File: src/rtl/multiplier.sv
// Sequential shift-add unsigned multiplier: one multiplier bit per clock, 2*WIDTH-bit product,
// level-enable start with Busy/Ready/Take handshake. Define MULT_EARLY_TERM_EN for early termination.
module multiplier #(
  parameter int WIDTH = 12
) (
  input  logic               clk,
  input  logic               rst_n,
  input  logic               en,
  input  logic [WIDTH-1:0]   Multiplicand,
  input  logic [WIDTH-1:0]   Multiplier,
  input  logic               Take,
  output logic [2*WIDTH-1:0] Res,
  output logic               Busy,
  output logic               Ready
);

  localparam int PW = 2 * WIDTH;
  localparam int CW = (WIDTH > 1) ? $clog2(WIDTH) : 1;
  localparam logic [CW-1:0] LAST_CNT = CW'(WIDTH - 1);

  typedef enum logic [1:0] {
    IDLE = 2'd0,
    RUN  = 2'd1,
    HOLD = 2'd2
  } state_t;

  state_t          state_r, state_s;
  logic [PW-1:0]   a_r, a_s;
  logic [WIDTH-1:0] b_r, b_s;
  logic [PW-1:0]   acc_r, acc_s;
  logic [CW-1:0]   cnt_r, cnt_s;
  logic            armed_r, armed_s;
  logic [PW-1:0]   res_r, res_s;
  logic            busy_r, busy_s;
  logic            ready_r, ready_s;
  logic [PW-1:0]   sum_s;
  logic            last_s;

  // FSM state register
  always_ff @(posedge clk or negedge rst_n) begin
    if (!rst_n) begin
      state_r <= IDLE;
    end else begin
      state_r <= state_s;
    end
  end

  // Datapath and status registers
  always_ff @(posedge clk or negedge rst_n) begin
    if (!rst_n) begin
      a_r     <= {PW{1'b0}};
      b_r     <= {WIDTH{1'b0}};
      acc_r   <= {PW{1'b0}};
      cnt_r   <= {CW{1'b0}};
      armed_r <= 1'b1;
      res_r   <= {PW{1'b0}};
      busy_r  <= 1'b0;
      ready_r <= 1'b0;
    end else begin
      a_r     <= a_s;
      b_r     <= b_s;
      acc_r   <= acc_s;
      cnt_r   <= cnt_s;
      armed_r <= armed_s;
      res_r   <= res_s;
      busy_r  <= busy_s;
      ready_r <= ready_s;
    end
  end

  // Next-state, datapath and status logic
  always_comb begin
    state_s = state_r;
    a_s     = a_r;
    b_s     = b_r;
    acc_s   = acc_r;
    cnt_s   = cnt_r;
    armed_s = armed_r;
    res_s   = res_r;
    busy_s  = busy_r;
    // Take clears Ready; a completion below overrides this, so setting wins.
    ready_s = ready_r & ~Take;
    sum_s   = acc_r + (b_r[0] ? a_r : {PW{1'b0}});
`ifdef MULT_EARLY_TERM_EN
    last_s  = (cnt_r == LAST_CNT) || ((b_r >> 1) == {WIDTH{1'b0}});
`else
    last_s  = (cnt_r == LAST_CNT);
`endif

    case (state_r)
      IDLE: begin
        busy_s = 1'b0;
        if (en && armed_r) begin
          a_s     = {{WIDTH{1'b0}}, Multiplicand};
          b_s     = Multiplier;
          acc_s   = {PW{1'b0}};
          cnt_s   = {CW{1'b0}};
          busy_s  = 1'b1;
          ready_s = 1'b0;
          state_s = RUN;
        end else begin
          state_s = IDLE;
        end
      end
      RUN: begin
        if (!en) begin
          busy_s  = 1'b0;
          armed_s = 1'b1;
          state_s = IDLE;
        end else begin
          acc_s = sum_s;
          a_s   = a_r << 1;
          b_s   = b_r >> 1;
          cnt_s = cnt_r + CW'(1);
          if (last_s) begin
            res_s   = sum_s;
            ready_s = 1'b1;
            busy_s  = 1'b0;
            armed_s = 1'b0;
            state_s = HOLD;
          end else begin
            state_s = RUN;
          end
        end
      end
      HOLD: begin
        busy_s = 1'b0;
        // Only a sampled low en re-arms, so a held en never restarts.
        if (!en) begin
          armed_s = 1'b1;
          state_s = IDLE;
        end else begin
          state_s = HOLD;
        end
      end
      default: begin
        busy_s  = 1'b0;
        armed_s = 1'b1;
        state_s = IDLE;
      end
    endcase
  end

  assign Res   = res_r;
  assign Busy  = busy_r;
  assign Ready = ready_r;

endmodule

File: config.mk
export PLATFORM = sky130hd
export DESIGN_NAME = multiplier
export DESIGN_NICKNAME = d
export VERILOG_FILES = /design/src/rtl/multiplier.sv
export SDC_FILE = /design/constraint.sdc
export NUM_CORES = 1
export LEC_CHECK = 0
export ABC_CLOCK_PERIOD_IN_PS = 6000
export CAP_MARGIN = 40
export CORE_ASPECT_RATIO = 0.75
export CORE_MARGIN = 4
export CORE_UTILIZATION = 47
export CTS_BUF_LIST = sky130_fd_sc_hd__clkbuf_4 sky130_fd_sc_hd__clkbuf_8
export CTS_CLUSTER_DIAMETER = 40
export DETAILED_ROUTE_END_ITERATION = 7
export PLACE_DENSITY = 0.68
export SYNTH_ARGS = -nofsm -noshare
export SYNTH_HDL_FRONTEND = slang
export SYNTH_SLANG_ARGS = --single-unit
File: constraint.sdc
create_clock -name clk -period 6 [get_ports clk]
set_input_delay 1.2 -clock clk [delete_from_list [all_inputs] [get_ports clk]]
set_output_delay 1.2 -clock clk [all_outputs]
set_load 0.005 [all_outputs]
Yosys cells after proc, flatten, opt, wreduce, memory -nomap -nowiden
Index checks and enable logic that the tools add are counted.
{"block": "classes", "n_addsub": 2, "multipliers": 0, "div": 0, "magnitude_cmp": 0, "n_eq_ne": 7, "n_shift": 0, "n_mux": 29, "n_bitwise": 3, "reduce_logical": 6}
{"op": "2-to-1 mux 24 bit", "count": 5}
{"op": "one-hot mux 24 bit (2 select lines)", "count": 2}
{"op": "adder 24 bit", "count": 1}
{"op": "2-to-1 mux 12 bit", "count": 2}
{"op": "one-hot mux 12 bit (2 select lines)", "count": 1}
{"op": "2-to-1 mux 1 bit", "count": 9}
{"op": "AND reduction 3 bit", "count": 3}
{"op": "2-to-1 mux 4 bit", "count": 2}
{"op": "one-hot mux 4 bit (2 select lines)", "count": 1}
{"op": "2-to-1 mux 2 bit", "count": 3}
{"op": "inequality test 2 bit, second input constant", "count": 3}
{"op": "one-hot mux 2 bit (3 select lines)", "count": 1}
{"op": "adder 4 x 1 -> 4 bit, second input constant", "count": 1}
{"op": "equality test 4 bit, second input constant", "count": 1}
{"op": "one-hot mux 1 bit (2 select lines)", "count": 2}
{"op": "inequality test 3 bit, second input constant", "count": 1}
{"op": "one-hot mux 1 bit (3 select lines)", "count": 1}
{"op": "equality test 2 x 1 -> 1 bit, second input constant", "count": 1}
{"op": "equality test 2 bit, second input constant", "count": 1}
{"op": "zero test 2 bit", "count": 1}
{"op": "inverter 1 bit", "count": 2}
{"op": "nonzero test 2 bit", "count": 1}
{"op": "bitwise AND 1 bit", "count": 1}
{"op": "logical AND 1 bit", "count": 1}
{"block": "totals", "reg_bits": 93, "latch_bits": 0, "ram_bits": 0, "mem_bits_ro": 0, "out_inout_bits": 26, "word_cells": 56, "memories": 0}

Depth between registers and ports, before layout
Gate-level depths: netlist (run 1).
{"block": "depth", "depth_word": 5, "mapped_depth": 11, "mapped_depth_nobuf": 10}

Worst setup path after synthesis (run 1)
OpenSTA, ideal clock, no wires.
{"block": "synth_timing", "path_kind": "register -> register", "from": "reg b_r[0]", "to": "reg res_r[18] (netlist: Res[18])", "setup_ps": 125, "t_arrival_ps": 2595, "setup_slack_ps": 3280, "stages_incl_launch_ff": 11, "n_path_buf": 0, "synth_period_minus_slack_ps": 2720, "path_cell_list": "dfrtp_1 > and2_1 > ha_1 > fa_1 > a21o_1 > a31oi_1 > o21ai_2 > o41ai_2 > o21ai_0 > xor2_1 > mux2_2"}
{"block": "synth_between", "elab_chain_len": 2}
{"element": "start: declaration", "line": "29", "source": "logic [WIDTH-1:0] b_r, b_s;"}
{"element": "start signal: assignment", "line": "52", "source": "b_r <= {WIDTH{1'b0}};"}
{"element": "start signal: assignment", "line": "61", "source": "b_r <= b_s;"}
{"element": "2-to-1 mux 24 bit", "line": "83", "source": "sum_s = acc_r + (b_r[0] ? a_r : {PW{1'b0}});"}
{"element": "adder 24 bit", "line": "83"}
{"element": "end signal: assignment", "line": "56", "source": "res_r <= {PW{1'b0}};"}
{"element": "end signal: assignment", "line": "65", "source": "res_r <= res_s;"}
{"element": "end: declaration", "line": "33", "source": "logic [PW-1:0] res_r, res_s;"}
No other way between the ends.
A chain may end at the register's enable or synchronous reset.

Worst setup path in the final report (run 1)
{"block": "layout_timing", "from": "reg b_r[0]", "to": "reg res_r[22] (netlist: Res[22])"}
Same word-level chain as after synthesis.

==> run_results.csv, run 1 <==
group,metric,value,unit
clocking,insertion_delay,0.37,ns
clocking,h-tree-depth,3,
synth,synth_flop_cell,"dfrtp_1",
global_routing,overflow,0,
detailed_routing,drt_iter0_drc,247,
power,leakage,2.75,nW
synth,yosys.area.top_type,"dfrtp_1",
detailed_routing,vias,3935,
finish,num-nets-final,625,
synth,synth_edf_count,0,
floorplan,die_h,97.8,µm
global_routing,grt_max_degree,58,
clocking,cts_setup_buffers,0,
synth,ys_top_cells_by_area,"dfrtp_1 (46%), nand2_1 (8.2%), ha_1 (5.9%)",
timing,setup_viol,0,
worst_setup_path,crit_arrival,3.74,ns
finish,insertedDiodeCount,0,
floorplan,core,10400,µm²
synth,syn_area,5050,µm²
finish,design_area,5920,µm²
worst_setup_path,critical_path_class,"reg2reg",
global_routing,grt_antenna_before_repair,0,
detailed_routing,post_drt_wl_per_cell,16.4,µm
power,total_power,1.08,mW
global_routing,grt_pass1_wl,19800,µm
synth,synth_top_area_frac,0.456,
status,status,"finished clean",
clocking,cts_tree,"yes",
timing,rsz0062_at_grt,"false",
clocking,root_buffer,"clkbuf_8",
detailed_routing,drc,0,
detailed_routing,ant_nets,0,
timing,period_needed,3.48,ns
worst_setup_path,worstSetupEndpointType,"register",
worst_setup_path,required,6.25,ns
detailed_routing,drt_pass1_iterations,4,
synth,yosysUniqueCellTypes,50,
placed_design,gp_congestion,0.875,
global_routing,grt_pass1_vias,3935,
synth,syn_nets,585,
detailed_routing,viasPerCell,5.53,
synth,ys_ff_latch,93,
timing,slew_violations,0,
placed_design,pre_cts_ws,2.46,ns
timing,slew_headroom,0.398,
timing,period_share,0.581,
synth,async_flop_share,1.00,
clocking,clk_pin_slew,0.10,ns
timing,timing.final.ws_setup,2.52,ns
global_routing,grt_use_total,0.196,
detailed_routing,wl,11700,µm
floorplan,die_w,128,µm
clocking,ctsResizeCount,0,
clocking,cts_buffer_depth,2,
power,vdd_ir_drop_max,0.000167,V
clocking,cts_inserted_buffers,9,
floorplan,die-area,12500,µm²
placed_design,dp.final_hpwl,8440,µm
timing,fmax,287,MHz
finish,drive_above_1_share,0.0747,
clocking,clkSinkCount,93,
floorplan,start_util,0.487,
synth,ys_seq_area_frac,0.461,
clocking,cts_hold_buffers,0,
floorplan,fp-row-count,32,
flow_run,drv_cap,0,
finish,areaGrowthSynthToFinish,17.2,%
power,power_density,183,nW/µm²
finish,layout_common_cells,"nand2_1 (111), dfrtp_1 (92), o21ai_0 (58)",
min_path,hold_path_class,"reg2reg",
timing,hold_viol,0,
timing,fin_skew,0.0128,ns
synth,yosys_warnings,0,
placed_design,post_dp_cell_area,5730,µm²
timing,final.setup.tns,0,ns
finish,fillers,913,
synth,synthCells,532,
finish,final_common_cell,"nand2_1",
worst_setup_path,cp_max_fo,25,
synth,synth_area_per_cell,9.50,µm²
floorplan,io-pin-count,54,
worst_setup_path,start_kind,"register",
placed_design,place.port_buffers,53,
timing,worst_slew_pin_slew,0.900,ns
metrics by stage:
step / utilization / hold WS (ns) / std cells
final: 0.571 / 0.483 / 712
after floorplan: - / 0.450 / 532
after global placement: 0.548 / 0.459 / 694
after detailed placement: 0.552 / 0.465 / 697
after CTS: 0.571 / 0.488 / 712
after global routing: 0.571 / 0.496 / 712
power breakdown:
| group | leakage, nW | internal (mW) | switching (mW) | total, mW |
|---|---|---|---|---|
| Sequential | 1.30 | 0.626 | 0 | 0.626 |
| Combinational | 1.36 | 0.0181 | 0.0171 | 0.0352 |
| Clock | 0.0883 | 0.193 | 0.229 | 0.423 |
| Total | 2.75 | 0.837 | 0.246 | 1.08 |
path summary, 6_finish.rpt:
path                         from      end  slack (ns)  cells past startpoint
min reg2reg                Res[3]   Res[3]        0.48                      2
max                        b_r[0]  Res[22]        2.52                     10
min in group asynchronous   rst_n  Res[17]        0.80                      1
min                        Res[3]   Res[3]        0.48                      2
max reg2reg                b_r[0]  Res[22]        2.52                     10
max in group asynchronous   rst_n  a_r[13]        4.11                      2
layout make-up:
cell class / instances / area (µm²) / area share
Multi-Input combinational cell: 402 / 2600 / 0.439
Tap cell: 136 / 170 / 0.0287
Clock buffer: 9 / 124 / 0.0209
Inverter: 6 / 22.5 / 0.00380
Timing Repair Buffer: 60 / 606 / 0.102
Sequential cell: 93 / 2330 / 0.393
Clock inverter: 6 / 70.1 / 0.0118
synth_stat cells (all sizes together) (4+ instances only):
cell and n:
mux2 8, o21ai 61, a22o 19, o21a 6, nand4 5, a21oi 24
or3 4, xnor2 12, nand3 8, o211ai 5, and2 25, buf 6
xor2 8, mux2i 22, ha 24, clkbuf 25, inv 6, a21o 7
a31oi 5, nand2 111, nor2 14, dfrtp 92
cell families (layout without fill, tap and decap cells):
family / Yosys count / count (layout) / share of synthesized area
AO/OA/AOI/OAI: 146 / 146 / 0.188
XOR/XNOR: 20 / 20 / 0.0347
AND/OR/NAND/NOR: 181 / 181 / 0.164
multiplexers: 30 / 30 / 0.0614
flip-flops: 93 / 93 / 0.461
buffers and inverters: 37 / 81 / 0.0282
adder cells (fa/ha/maj): 25 / 25 / 0.0634
metal layers:
metal | GRT usage | up-vias | part of all wire
met5 | 0 | - | 0
met4 | 0.0498 | 0 | 0.011
met3 | 0.0465 | 11 | 0.045
met2 | 0.292 | 94 | 0.43
met1 | 0.289 | 1879 | 0.52
li1 | - | 1951 | -
critical path: stages (launching register included):
cell	delay [ns]
dfrtp_1	0.66
and2_1	0.28
ha_1	0.22
fa_1	0.42
a21o_1	0.18
a31oi_1	0.30
o21ai_2	0.16
o41ai_2	0.49
o41ai_1	0.16
xor2_1	0.17
mux2_2	0.30
state kept, by name, indices dropped and copies added, names as in the netlist, 2 cells and up:
name and cells:
b_r 12, acc_r 24, a_r 24, cnt_r 4
state_r 2, Res 24
(Power assumes the default switching activity.)
==> inputs of run 2 (changes only) <==
Settings changed: ABC_CLOCK_PERIOD_IN_PS 6000 to 3600.
Clock period 6 ns to 3.6 ns, I/O delays scaled along.
==> run_results.csv, run 2 (synthesized netlist as in run 1, its figures left out) <==
group,metric,value,unit
power,swShare,0.226,
clocking,clk_pin_slew,0.09,ns
global_routing,grt_antenna_before_repair,0,
placed_design,place.port_buffers,53,
finish,fillers,916,
worst_setup_path,cp_cell_sequence,"and2_1, ha_1, fa_1, a21o_1, a31oi_1, o21ai_2, o41ai_2, o21ai_0, xor2_1, mux2_2",
clocking,h-tree-depth,3,
timing,fin_skew,0.0102,ns
floorplan,start_util,0.487,
floorplan,die-area,12500,µm²
floorplan,core,10400,µm²
floorplan,fp-row-count,32,
timing,worst_slew_pin_slew,0.770,ns
worst_setup_path,worstSetupEndpointType,"register",
finish,final_common_cell,"nand2_1",
flow_run,drv_cap,0,
finish,drive_above_1_share,0.0763,
worst_setup_path,crit_arrival,3.38,ns
clocking,cts_buffer_depth,2,
global_routing,grt_max_degree,75,
worst_setup_path,cp_max_fo,7,
detailed_routing,post_drt_wl_per_cell,16.4,µm
worst_setup_path,cp_top_family,"compound AO/OA/AOI/OAI gates",
timing,rsz0062_at_grt,"false",
floorplan,die_w,128,µm
worst_setup_path,cp_num_buf_inv,0,
power,p_switching,0.405,mW
clocking,root_buffer,"clkbuf_8",
timing,slew_violations,0,
finish,insertedDiodeCount,0,
detailed_routing,wl,11700,µm
worst_setup_path,start_kind,"register",
finish,num-nets-final,627,
worst_setup_path,cp.depth,10,
timing,setup_viol,0,
floorplan,io-pin-count,54,
placed_design,post_dp_cell_area,5730,µm²
worst_setup_path,reg2reg_slack,0.48,ns
worst_setup_path,crit_path_end,"Res[18]",
global_routing,grt_pass1_vias,3942,
worst_setup_path,cp_slowest_stage_delay,0.49,ns
finish,layout_common_cells,"nand2_1 (111), dfrtp_1 (92), o21ai_0 (58)",
detailed_routing,ant_nets,0,
timing,slew_headroom,0.480,
min_path,hold_path_class,"in2async",
clocking,insertion_delay,0.37,ns
worst_setup_path,rr_startpoint,"b_r[0]",
worst_setup_path,reg2reg_to,"Res[18]",
floorplan,die_h,97.8,µm
timing,fmax,321,MHz
finish,areaGrowthSynthToFinish,17.0,%
worst_setup_path,required,3.86,ns
worst_setup_path,critical_path_class,"reg2reg",
global_routing,grt_pass1_wl,20000,µm
global_routing,grt_use_total,0.198,
worst_setup_path,crit_start,"b_r[0]",
worst_setup_path,rr_worst_depth,10,
status,status,"finished clean",
detailed_routing,drt_pass1_iterations,4,
power,intPower,1.39,mW
detailed_routing,viasPerCell,5.54,
clocking,cts_inserted_buffers,9,
clocking,cts_setup_buffers,0,
timing,final.setup.tns,0,ns
detailed_routing,vias,3948,
global_routing,overflow,0,
power,power_density,304,nW/µm²
power,leakage,2.75,nW
power,power_frac_seq,0.581,
timing,period_share,0.866,
detailed_routing,drt_iter0_drc,194,
clocking,ctsResizeCount,0,
power,clockPowerShare,0.386,
power,total_power,1.80,mW
detailed_routing,drc,0,
power,vdd_ir_drop_max,0.000191,V
placed_design,pre_cts_ws,0.525,ns
clocking,clkSinkCount,93,
clocking,cts_tree,"yes",
worst_setup_path,crit_slowest_cell,"o41ai_2",
placed_design,dp.final_hpwl,8550,µm
timing,timing.final.ws_setup,0.481,ns
finish,design_area,5910,µm²
timing,hold_viol,0,
timing,period_needed,3.12,ns
power,combPwrFrac,0.033,
placed_design,gp_congestion,0.903,
clocking,cts_hold_buffers,0,
-- run 2: layout make-up --
| type | count | area (µm²) | area share |
|---|---|---|---|
| tap | 136 | 170 | 0.0288 |
| multi-input combinational | 402 | 2600 | 0.440 |
| timing repair buffer | 62 | 608 | 0.103 |
| sequential | 93 | 2330 | 0.394 |
| clock inverter | 5 | 60.1 | 0.0102 |
| inverter | 6 | 22.5 | 0.00381 |
| clock buffer | 9 | 124 | 0.0209 |
-- run 2: worst min-delay path by stage --
stage               depth (start not counted)      end  startpoint
finish                                      1  Res[18]       rst_n
global route                                1  a_r[22]       rst_n
CTS                                         1  a_r[21]       rst_n
detailed placement                          2   Res[1]      Res[1]
global placement                            2   Res[7]      Res[7]
floorplan                                   0     Busy       rst_n
-- run 2: layer usage --
metal  GRT usage  vias to the layer above  share of wire  wire [µm]
li1            -                     1948              -          -
met1       0.296                     1922           0.52       6140
met2       0.293                       68           0.43       5020
met3      0.0448                       10          0.038        451
met4      0.0440                        0         0.0099        116
met5           0                        -              0          0
-- run 2: power groups by stage --
stage | sequential [mW] | clock, mW | combinational, mW
CTS | 1.04 | 0.719 | 0.0613
floorplan | 1.06 | 0 | 0.00688
detailed placement | 1.06 | 0 | 0.0615
global placement | 1.06 | 0 | 0.0599
finish | 1.04 | 0.694 | 0.0593
global route | 1.04 | 0.762 | 0.0672
-- run 2: metrics by stage --
stage	instances	util	hold WS [ns]
6_report	713	0.570	0.290
2_1_floorplan	532	-	0.424
3_5_place_dp	699	0.552	0.462
3_3_place_gp	699	0.552	0.459
5_1_grt	713	0.570	0.312
4_1_cts	713	0.570	0.297
==> inputs of run 3 (changes only) <==
Settings changed: CTS_BUF_LIST sky130_fd_sc_hd__clkbuf_4 sky130_fd_sc_hd__clkbuf_8 to sky130_fd_sc_hd__clkbuf_8.
==> results of run 3 <==
No change in the layout: final DEF, timing and power equal those of run 2.
